==> config.mk <==
export PLATFORM = sky130hd
export DESIGN_NAME = chnl_rx_fifo
export DESIGN_NICKNAME = d
export VERILOG_FILES = /design/src/rtl/mcdt_pkg.sv /design/src/rtl/chnl_rx_mem.sv /design/src/rtl/chnl_rx_fifo.sv
export SDC_FILE = /design/constraint.sdc
export NUM_CORES = 1
export LEC_CHECK = 0
export ABC_CLOCK_PERIOD_IN_PS = 4100
export CORE_MARGIN = 2
export CORE_UTILIZATION = 37
export CTS_CLUSTER_DIAMETER = 30
export DETAILED_ROUTE_END_ITERATION = 16
export GPL_ROUTABILITY_DRIVEN = 1
export SYNTH_ARGS = -nofsm -noshare
export SYNTH_HDL_FRONTEND = slang
export SYNTH_SLANG_ARGS = --single-unit
==> constraint.sdc <==
create_clock -name clk_i -period 4.1 [get_ports clk_i]
set_input_delay 0.82 -clock clk_i [delete_from_list [all_inputs] [get_ports clk_i]]
set_output_delay 0.82 -clock clk_i [all_outputs]
set_load 0.02 [all_outputs]
==> src/rtl/mcdt_pkg.sv <==
// Shared MCDT datapath definitions: word and channel-id widths, FIFO sizing,
// and the record the bench and downstream logic use for a popped word.
package mcdt_pkg;

   localparam int DATA_W     = 32;
   localparam int CH_ID_W    = 2;
   localparam int FIFO_DEPTH = 32;
   localparam int MARGIN_W   = 6;
   localparam int ACC_W      = 16;

   typedef logic [DATA_W-1:0]  data_t;
   typedef logic [CH_ID_W-1:0] ch_id_t;
   typedef logic [ACC_W-1:0]   acc_t;

   // A word as presented to the arbiter: payload plus originating channel.
   typedef struct packed {
      ch_id_t id;
      data_t  data;
   } tagged_word_t;

endpackage : mcdt_pkg

==> src/rtl/chnl_rx_mem.sv <==
// Channel receive storage: simple dual-port register array with a synchronous
// write port and a synchronous, registered read port (one-cycle read latency).
module chnl_rx_mem
   import mcdt_pkg::*;
#(
   parameter int DEPTH = FIFO_DEPTH,
   parameter int AW    = $clog2(DEPTH)
) (
   input  logic          clk_i,
   input  logic          rst_i,
   input  logic          wr_en_i,
   input  logic [AW-1:0] wr_addr_i,
   input  data_t         wr_data_i,
   input  logic          rd_en_i,
   input  logic [AW-1:0] rd_addr_i,
   output data_t         rd_data_o
);

   data_t mem_q [DEPTH];
   data_t rd_data_q;

   // Write port: store the accepted word at the write address.
   // NOTE: the array is deliberately not reset; its contents are don't-care
   // after reset because the pointers and count define what is valid, and
   // leaving it unreset lets it map onto plain storage cells.
   always_ff @(posedge clk_i) begin
      if (wr_en_i) begin
         mem_q[wr_addr_i] <= wr_data_i;
      end
   end

   // Read port: register the addressed word on a pop; cleared by reset so the
   // arbiter never sees stale data after a channel flush.
   // NOTE: sequential state uses non-blocking assignments so every register
   // samples its inputs from before the edge, independent of block order.
   always_ff @(posedge clk_i) begin
      if (rst_i) begin
         rd_data_q <= '0;
      end else if (rd_en_i) begin
         rd_data_q <= mem_q[rd_addr_i];
      end
   end

   assign rd_data_o = rd_data_q;

endmodule : chnl_rx_mem

==> src/rtl/chnl_rx_fifo.sv <==
// Channel receive FIFO: accepts words from a channel master over valid/ready,
// buffers them, advertises free space, and hands them to the arbiter through a
// request/pop port with one-cycle read latency. Each popped word carries CH_ID.
module chnl_rx_fifo
   import mcdt_pkg::*;
#(
   parameter int CH_ID = 0,
   parameter int DEPTH = FIFO_DEPTH
) (
   input  logic                clk_i,
   input  logic                rst_i,
   input  logic [DATA_W-1:0]   ch_data_i,
   input  logic                ch_valid_i,
   output logic                ch_ready_o,
   output logic [MARGIN_W-1:0] ch_margin_o,
   output logic                a_req_o,
   input  logic                a_rd_i,
   output logic [DATA_W-1:0]   a_data_o,
   output logic [CH_ID_W-1:0]  a_id_o,
   output logic                a_val_o,
   output logic [ACC_W-1:0]    acc_cnt_o,
   output logic                ovf_o
);

   localparam int                  AW        = $clog2(DEPTH);
   localparam logic [MARGIN_W-1:0] DEPTH_CNT = MARGIN_W'(DEPTH);
   localparam ch_id_t              MY_ID     = CH_ID_W'(CH_ID);

   logic [AW-1:0]       wr_ptr_q;
   logic [AW-1:0]       rd_ptr_q;
   logic [MARGIN_W-1:0] count_q;
   logic [MARGIN_W-1:0] count_nxt;
   acc_t                acc_cnt_q;
   logic                ovf_q;
   logic                a_val_q;
   ch_id_t              a_id_q;
   data_t               rd_data;

   logic push;
   logic pop;

   // Handshake status comes from the count register only, so there is no
   // combinational path from any input to ready, margin or request.
   assign ch_ready_o  = (count_q != DEPTH_CNT);
   assign a_req_o     = (count_q != '0);
   assign ch_margin_o = DEPTH_CNT - count_q;

   // A push needs room; a pop needs a stored word. A word pushed into an empty
   // FIFO is therefore not poppable until the following cycle.
   assign push = ch_valid_i && ch_ready_o;
   assign pop  = a_rd_i && a_req_o;

   chnl_rx_mem #(
      .DEPTH (DEPTH),
      .AW    (AW)
   ) u_mem (
      .clk_i     (clk_i),
      .rst_i     (rst_i),
      .wr_en_i   (push),
      .wr_addr_i (wr_ptr_q),
      .wr_data_i (ch_data_i),
      .rd_en_i   (pop),
      .rd_addr_i (rd_ptr_q),
      .rd_data_o (rd_data)
   );

   // Pointer advance; both wrap naturally at the power-of-two depth.
   always_ff @(posedge clk_i) begin
      if (rst_i) begin
         wr_ptr_q <= '0;
         rd_ptr_q <= '0;
      end else begin
         if (push) begin
            wr_ptr_q <= wr_ptr_q + AW'(1);
         end
         if (pop) begin
            rd_ptr_q <= rd_ptr_q + AW'(1);
         end
      end
   end

   // Occupancy update: simultaneous push and pop leave the count unchanged.
   // NOTE: count_nxt gets a default before the case so every path assigns it
   // and no latch is inferred.
   always_comb begin
      count_nxt = count_q;
      unique case ({push, pop})
         2'b10:   count_nxt = count_q + MARGIN_W'(1);
         2'b01:   count_nxt = count_q - MARGIN_W'(1);
         default: count_nxt = count_q;
      endcase
   end

   // Occupancy register.
   always_ff @(posedge clk_i) begin
      if (rst_i) begin
         count_q <= '0;
      end else begin
         count_q <= count_nxt;
      end
   end

   // Accepted-word counter (free-running wrap) and sticky overflow flag, which
   // records a master presenting valid while the FIFO was full.
   always_ff @(posedge clk_i) begin
      if (rst_i) begin
         acc_cnt_q <= '0;
         ovf_q     <= 1'b0;
      end else begin
         if (push) begin
            acc_cnt_q <= acc_cnt_q + ACC_W'(1);
         end
         if (ch_valid_i && !ch_ready_o) begin
            ovf_q <= 1'b1;
         end
      end
   end

   // Pop-side qualifiers aligned with the registered read data.
   always_ff @(posedge clk_i) begin
      if (rst_i) begin
         a_val_q <= 1'b0;
         a_id_q  <= '0;
      end else begin
         a_val_q <= pop;
         if (pop) begin
            a_id_q <= MY_ID;
         end
      end
   end

   assign a_data_o  = rd_data;
   assign a_id_o    = a_id_q;
   assign a_val_o   = a_val_q;
   assign acc_cnt_o = acc_cnt_q;
   assign ovf_o     = ovf_q;

endmodule : chnl_rx_fifo
=== Yosys cells after proc, flatten, opt, wreduce, memory -nomap -nowiden ===
Memory sizes are Yosys's and may differ from the RTL's. A register that Yosys moved wholly into a read port is not among the register bits.
Index checks and enable logic that the tools add are counted.

* Memories: 1
* Logic and storage cells: 25
* Bits in writable memories: 1024
* Input port bits: 36
* Register bits after elaboration: 34

{| class="wikitable"
|+ Memories
! name !! depth !! bits a word !! read ports !! clocked after memory_dff !! wr ports !! RTL line !! RTL
|-
| u_mem.mem_q || 32 || 32 || 1 || 1 || 1 || chnl_rx_mem.sv:19 || <nowiki>data_t mem_q [DEPTH];</nowiki>
|}

* Mux-type cells: 3
* Reductions and logical operators: 6
* Add/subtract/negate cells: 6
* Equality and inequality tests: 3

{| class="wikitable"
|+ Operator list
! kind !! count
|-
| adder 16 x 1 -> 16 bit (second input constant) || 1
|-
| one-hot mux 6 bit (2 select lines) || 1
|-
| adder 5 x 1 -> 5 bit (second input constant) || 2
|-
| adder 6 x 1 -> 6 bit (second input constant) || 1
|-
| != test 6 bit (second input constant) || 1
|-
| nonzero test 6 bit || 1
|-
| subtractor 6 x 1 -> 6 bit (second input constant) || 1
|-
| subtractor 6 bit (first input constant) || 1
|-
| logical AND 1 bit || 3
|-
| equality test 2 x 1 -> 1 bit (second input constant) || 1
|-
| equality test 2 bit (second input constant) || 1
|-
| two-way mux 1 bit || 2
|-
| nonzero test 2 bit || 1
|-
| zero test 1 bit || 1
|}

=== Longest topological paths before layout ===
* Depth after elaboration: 4
* Depth in mapped cells: 13
* Depth with buffers taken out: 13

=== Modules after synthesis ===
A second synthesis with hierarchy kept.

* Cells, all modules: 2442
* Area, all modules: 42567.1 µm²

{| class="wikitable"
|+ By module, submodules not included
! module !! instances !! seq. area each (µm²) !! cells an instance !! area an instance (µm²)
|-
| chnl_rx_mem || 1 || 31390.1 || 2238 || 40740.3
|-
| chnl_rx_fifo || 1 || 680.7 || 204 || 1826.8
|}

=== Worst setup path after synthesis ===
Ideal clock, no wire load.

* Path type: register -> register
* Start point: register count_q[0]
* End point: memory u_mem.mem_q[28][0] in the netlist's numbering, enable pin
* Setup time: 0.421 ns
* Stages on the path, launching flop included: 8
* Clock period less this slack: 3.428 ns
* Path slack: 0.672 ns
* Required time: 3.679 ns
* Data arrival time: 3.007 ns
* Path through: dfxtp_1 inv_1 ha_1 nor4b_4 a21oi_1 buf_2 nand2_1 nor2_1

* Word-level cells in the longest chain between the ends: 4

{| class="wikitable"
|+ RTL lines
! element !! RTL line !! RTL
|-
| start, declared || chnl_rx_fifo.sv:31 || <nowiki>logic [MARGIN_W-1:0] count_q;</nowiki>
|-
| start signal, assigned || chnl_rx_fifo.sv:99 || <nowiki>count_q <= count_nxt;</nowiki>
|-
| != test 6 bit || chnl_rx_fifo.sv:44 || <nowiki>assign ch_ready_o = (count_q != DEPTH_CNT);</nowiki>
|-
| logical AND 1 bit || chnl_rx_fifo.sv:50 || <nowiki>assign push = ch_valid_i && ch_ready_o;</nowiki>
|-
| two-way mux 1 bit || chnl_rx_mem.sv:27 || <nowiki>if (wr_en_i) begin</nowiki>
|-
| two-way mux 1 bit (implied by the code) || chnl_rx_mem.sv:28 || <nowiki>mem_q[wr_addr_i] <= wr_data_i;</nowiki>
|-
| end, declared || chnl_rx_mem.sv:19 ||
|}

No other way between the ends.

=== Final worst setup path ===
* Start point: register count_q[0]
* End point: output ch_ready_o

* Word-level cells in the longest chain between the ends: 1

{| class="wikitable"
|+ RTL lines
! element !! RTL line !! RTL
|-
| != test 6 bit || chnl_rx_fifo.sv:44 ||
|-
| end, declared || chnl_rx_fifo.sv:14 || <nowiki>output logic ch_ready_o,</nowiki>
|}

No other way between the ends.

==> summary.md <==
| Metric | Value |
|---|---|
| Endpoints failing hold | `0` |
| Area delta synth->final | `25.86%` |
| Vias post-DR | `21610` |
| Worst path max stage delay | `0.56 ns` |
| Min-Delay Path Class | `register to register` |
| Yosys reg bits | `1090` |
| CP cell instances | `inv_1, ha_1, nor4b_4, nand2_1, clkdlybuf4s50_1` |
| Post-DP Area | `44990 sq um` |
| Synthesized area | `41570 sq um` |
| Final Setup Violations | `0` |
| Post-DP HPWL | `59.22 mm` |
| Worst Max-Slew Pin Slew | `1.367 ns` |
| Unrepaired setup endpoints after global routing | `false` |
| Util after Layout | `47.08%` |
| Distinct cells, synth | `50` |
| Fmax | `0.2906 GHz` |
| Global Route Usage Sum | `18.20%` |
| P_leak | `16.49 nW` |
| Fin crit share | `83.94%` |
| Initial Utilization | `37.41%` |
| Total of warnings raised by yosys | `0` |
| Setup TNS | `0 ns` |
| Crit path capture type | `output port` |
| EDFF count, synth | `1024` |
| Die Wd | `339.2 um` |
| Startpoint types | `register` |
| Pwr Density | `659.3 nW/um^2` |
| Outcome | `finished, final reports clean` |
| Clk pin slew, worst setup/hold paths | `0.05 ns` |
| I/O pin cnt | `96` |
| Die height | `339.2 um` |
| Initial DRC Count | `2053` |
| Sequential Power Share | `37.2%` |
| Slowest cell on the critical path | `clkdlybuf4s50_1` |
| CTS root buffer | `clkbuf_16` |
| Seq/Total Area, Yosys | `77.15%` |
| Most frequent cells in the layout | `edfxtp_1, clkbuf_16, mux2i_1` |
| Yosys top cell by area | `edfxtp_1` |
| WP data required | `3.28 ns` |
| FILL cells | `9230` |
| Inserted Clock Buffers | `200` |
| Commonest non-fill, non-tap cell in the layout | `edfxtp_1` |
| Die area | `115100 sq um` |
| Tmin final | `3.442 ns` |
| Skew-Pair Late Insertion Delay | `0.80 ns` |
| Clock sinks | `1090` |
| H-tree Lvls | `4` |
| Mapped Cells | `2094` |
| Detail Route Antenna Nets | `0` |
| Fin nets | `2407` |
| Slew HR | `8.575%` |
| Post-CTS Hold Fix Bufs | `0` |
| Detailed Route WL | `105.0 mm` |
| Layout cells sized above 1 | `25.64%` |
| Fin. max-slew vios | `0` |
| N_diodes | `0` |
| Async S/R FF share, synth | `0%` |
| Total global routing overflow | `0` |
| Crit-path leading delay family | `buffers and inverters` |
| Vias per cell | `5.371` |
| Top post-synthesis cells by area | `edfxtp_1, mux4_2, mux2i_1` |
| Int Pwr | `0.02596 W` |
| Synth Flop Type | `edfxtp_1` |
| WS Path Type | `register to output port` |
| Worst path bufs/invs | `2` |
| Pin count of the biggest net entering global routing | `95` |
| Data arrival time of the critical path | `2.62 ns` |
| Switching power | `0.008538 W` |
| Initial antenna violation count | `1` |
| Core area | `111100 sq um` |
| DRC violations left | `0` |
| Routability cong. | `0.7785` |
| Drt pass-1 iters | `7` |
| Post-route cell area | `52320 sq um` |
| Number of global-route vias before repair | `22590` |
| TritonCTS clock tree | `built` |
| Rows | `122` |
| Post-CTS setup buffer count | `0` |
| Layout Skew | `0.06534 ns` |
| Post-synth top area share | `73.97%` |
| VDD IR-drop max | `0.0004234 V` |
| Post-synthesis average cell area | `19.85 sq um` |
| Sw frac | `24.75%` |
| Worst-path maximum fanout | `8` |
| DR WL/cell | `26.11 um` |
| Clk buf depth | `3` |
| Post-cts sizing count | `0` |
| Port Buffers | `93` |
| Clk pwr share | `50.4%` |
| First-pass GRT wire length | `153.8 mm` |
| Combinational Power Share | `12.4%` |
| Pwr Total | `0.03450 W` |
| Max-cap viol count | `0` |
==> power groups by stage <==
| stage | registers, W | logic, W | clock network, W |
|---|---|---|---|
| 2_1_floorplan | 0.0130 | 0.00261 | 0 |
| 3_3_place_gp | 0.0130 | 0.00427 | 0 |
| 3_5_place_dp | 0.0130 | 0.00433 | 0 |
| 4_1_cts | 0.0128 | 0.00435 | 0.0176 |
| 5_1_grt | 0.0129 | 0.00456 | 0.0182 |
| 6_report | 0.0128 | 0.00428 | 0.0174 |
==> routing by layer <==
metal / GRT usage [%] / vias up / wire, um
li1: - / 9236 / -
met4: 6.112 / 2 / 2595
met2: 30.33 / 796 / 52470
met1: 23.77 / 11410 / 42890
met5: 0 / - / 16
met3: 3.831 / 169 / 7061
==> synthesized netlist by cell type (all sizes together), types with 2 or more instances <==
cell        n
nand3b      4
nor3        3
nand4       8
o2111ai    31
nand3       6
a32o       32
nand2      53
ha         12
a21boi      2
and3        4
a211oi     31
buf        65
nor2      136
nor3b       2
and2        2
a22oi      64
edfxtp   1024
xnor2      11
xor2       18
or3b        3
mux2i     194
mux4      160
clkbuf     59
a31oi       2
a21oi       5
inv         8
dfxtp      66
nor4b       2
o21ai       3
o22ai      63
or3         2
nor2b       6
a2111oi     2
==> state kept, by name, summed over array words and instances (netlist names) <==
register         count
a_val_o              1
acc_cnt_o           16
count_q              6
ovf_o                1
rd_ptr_q             5
u_mem.mem_q       1024
u_mem.rd_data_o     32
wr_ptr_q             5
==> kinds of logic (layout without fill, tap and decap cells) <==
| kind of cell | Yosys count | in the layout | synth area share (%) |
|---|---|---|---|
| flip-flops | 1090 | 1090 | 77.15 |
| multiplexers | 354 | 354 | 13.34 |
| AO/OA/AOI/OAI | 242 | 242 | 4.473 |
| AND/OR/NAND/NOR | 233 | 233 | 2.435 |
| buffers and inverters | 132 | 572 | 1.574 |
| XOR/XNOR | 29 | 29 | 0.6110 |
| adder cells (fa/ha/maj) | 13 | 13 | 0.4093 |
| other | 1 | 2 | 0.009021 |
==> cell type report <==
type | instances | area [sq um] | share of cell area (%)
well taps | 1488 | 1862 | 3.558
flip-flops and latches | 1090 | 32090 | 61.32
inverters | 8 | 30.03 | 0.05739
multi-input cells | 873 | 9140 | 17.47
repair buffers | 185 | 1872 | 3.578
clock buffers | 223 | 5202 | 9.943
clock inverters | 156 | 2130 | 4.070
==> path summary, 6_finish.rpt <==
| check | start | endpoint | slack (ns) | cells after the start |
|---|---|---|---|---|
| worst min-delay path | u_mem.rd_data_o[10] | u_mem.rd_data_o[10] | 0.48 | 1 |
| worst min register to register | u_mem.rd_data_o[10] | u_mem.rd_data_o[10] | 0.48 | 1 |
| worst max register to register | count_q[0] | count_q[4] | 0.75 | 12 |
| worst max-delay path | count_q[0] | ch_ready_o | 0.66 | 5 |
==> metrics by stage <==
step           hold WS, ns  setup slack (ns)  cells
3_5_place_dp        0.4729            0.4839   3644
2_1_floorplan       0.5096            0.6723   2095
6_report            0.4816            0.6585   4023
5_1_grt             0.5024            0.4556   4023
3_3_place_gp        0.4549            0.4514   3644
4_1_cts             0.4848            0.6080   4023
Note: power is estimated with default switching activity, not from simulation.
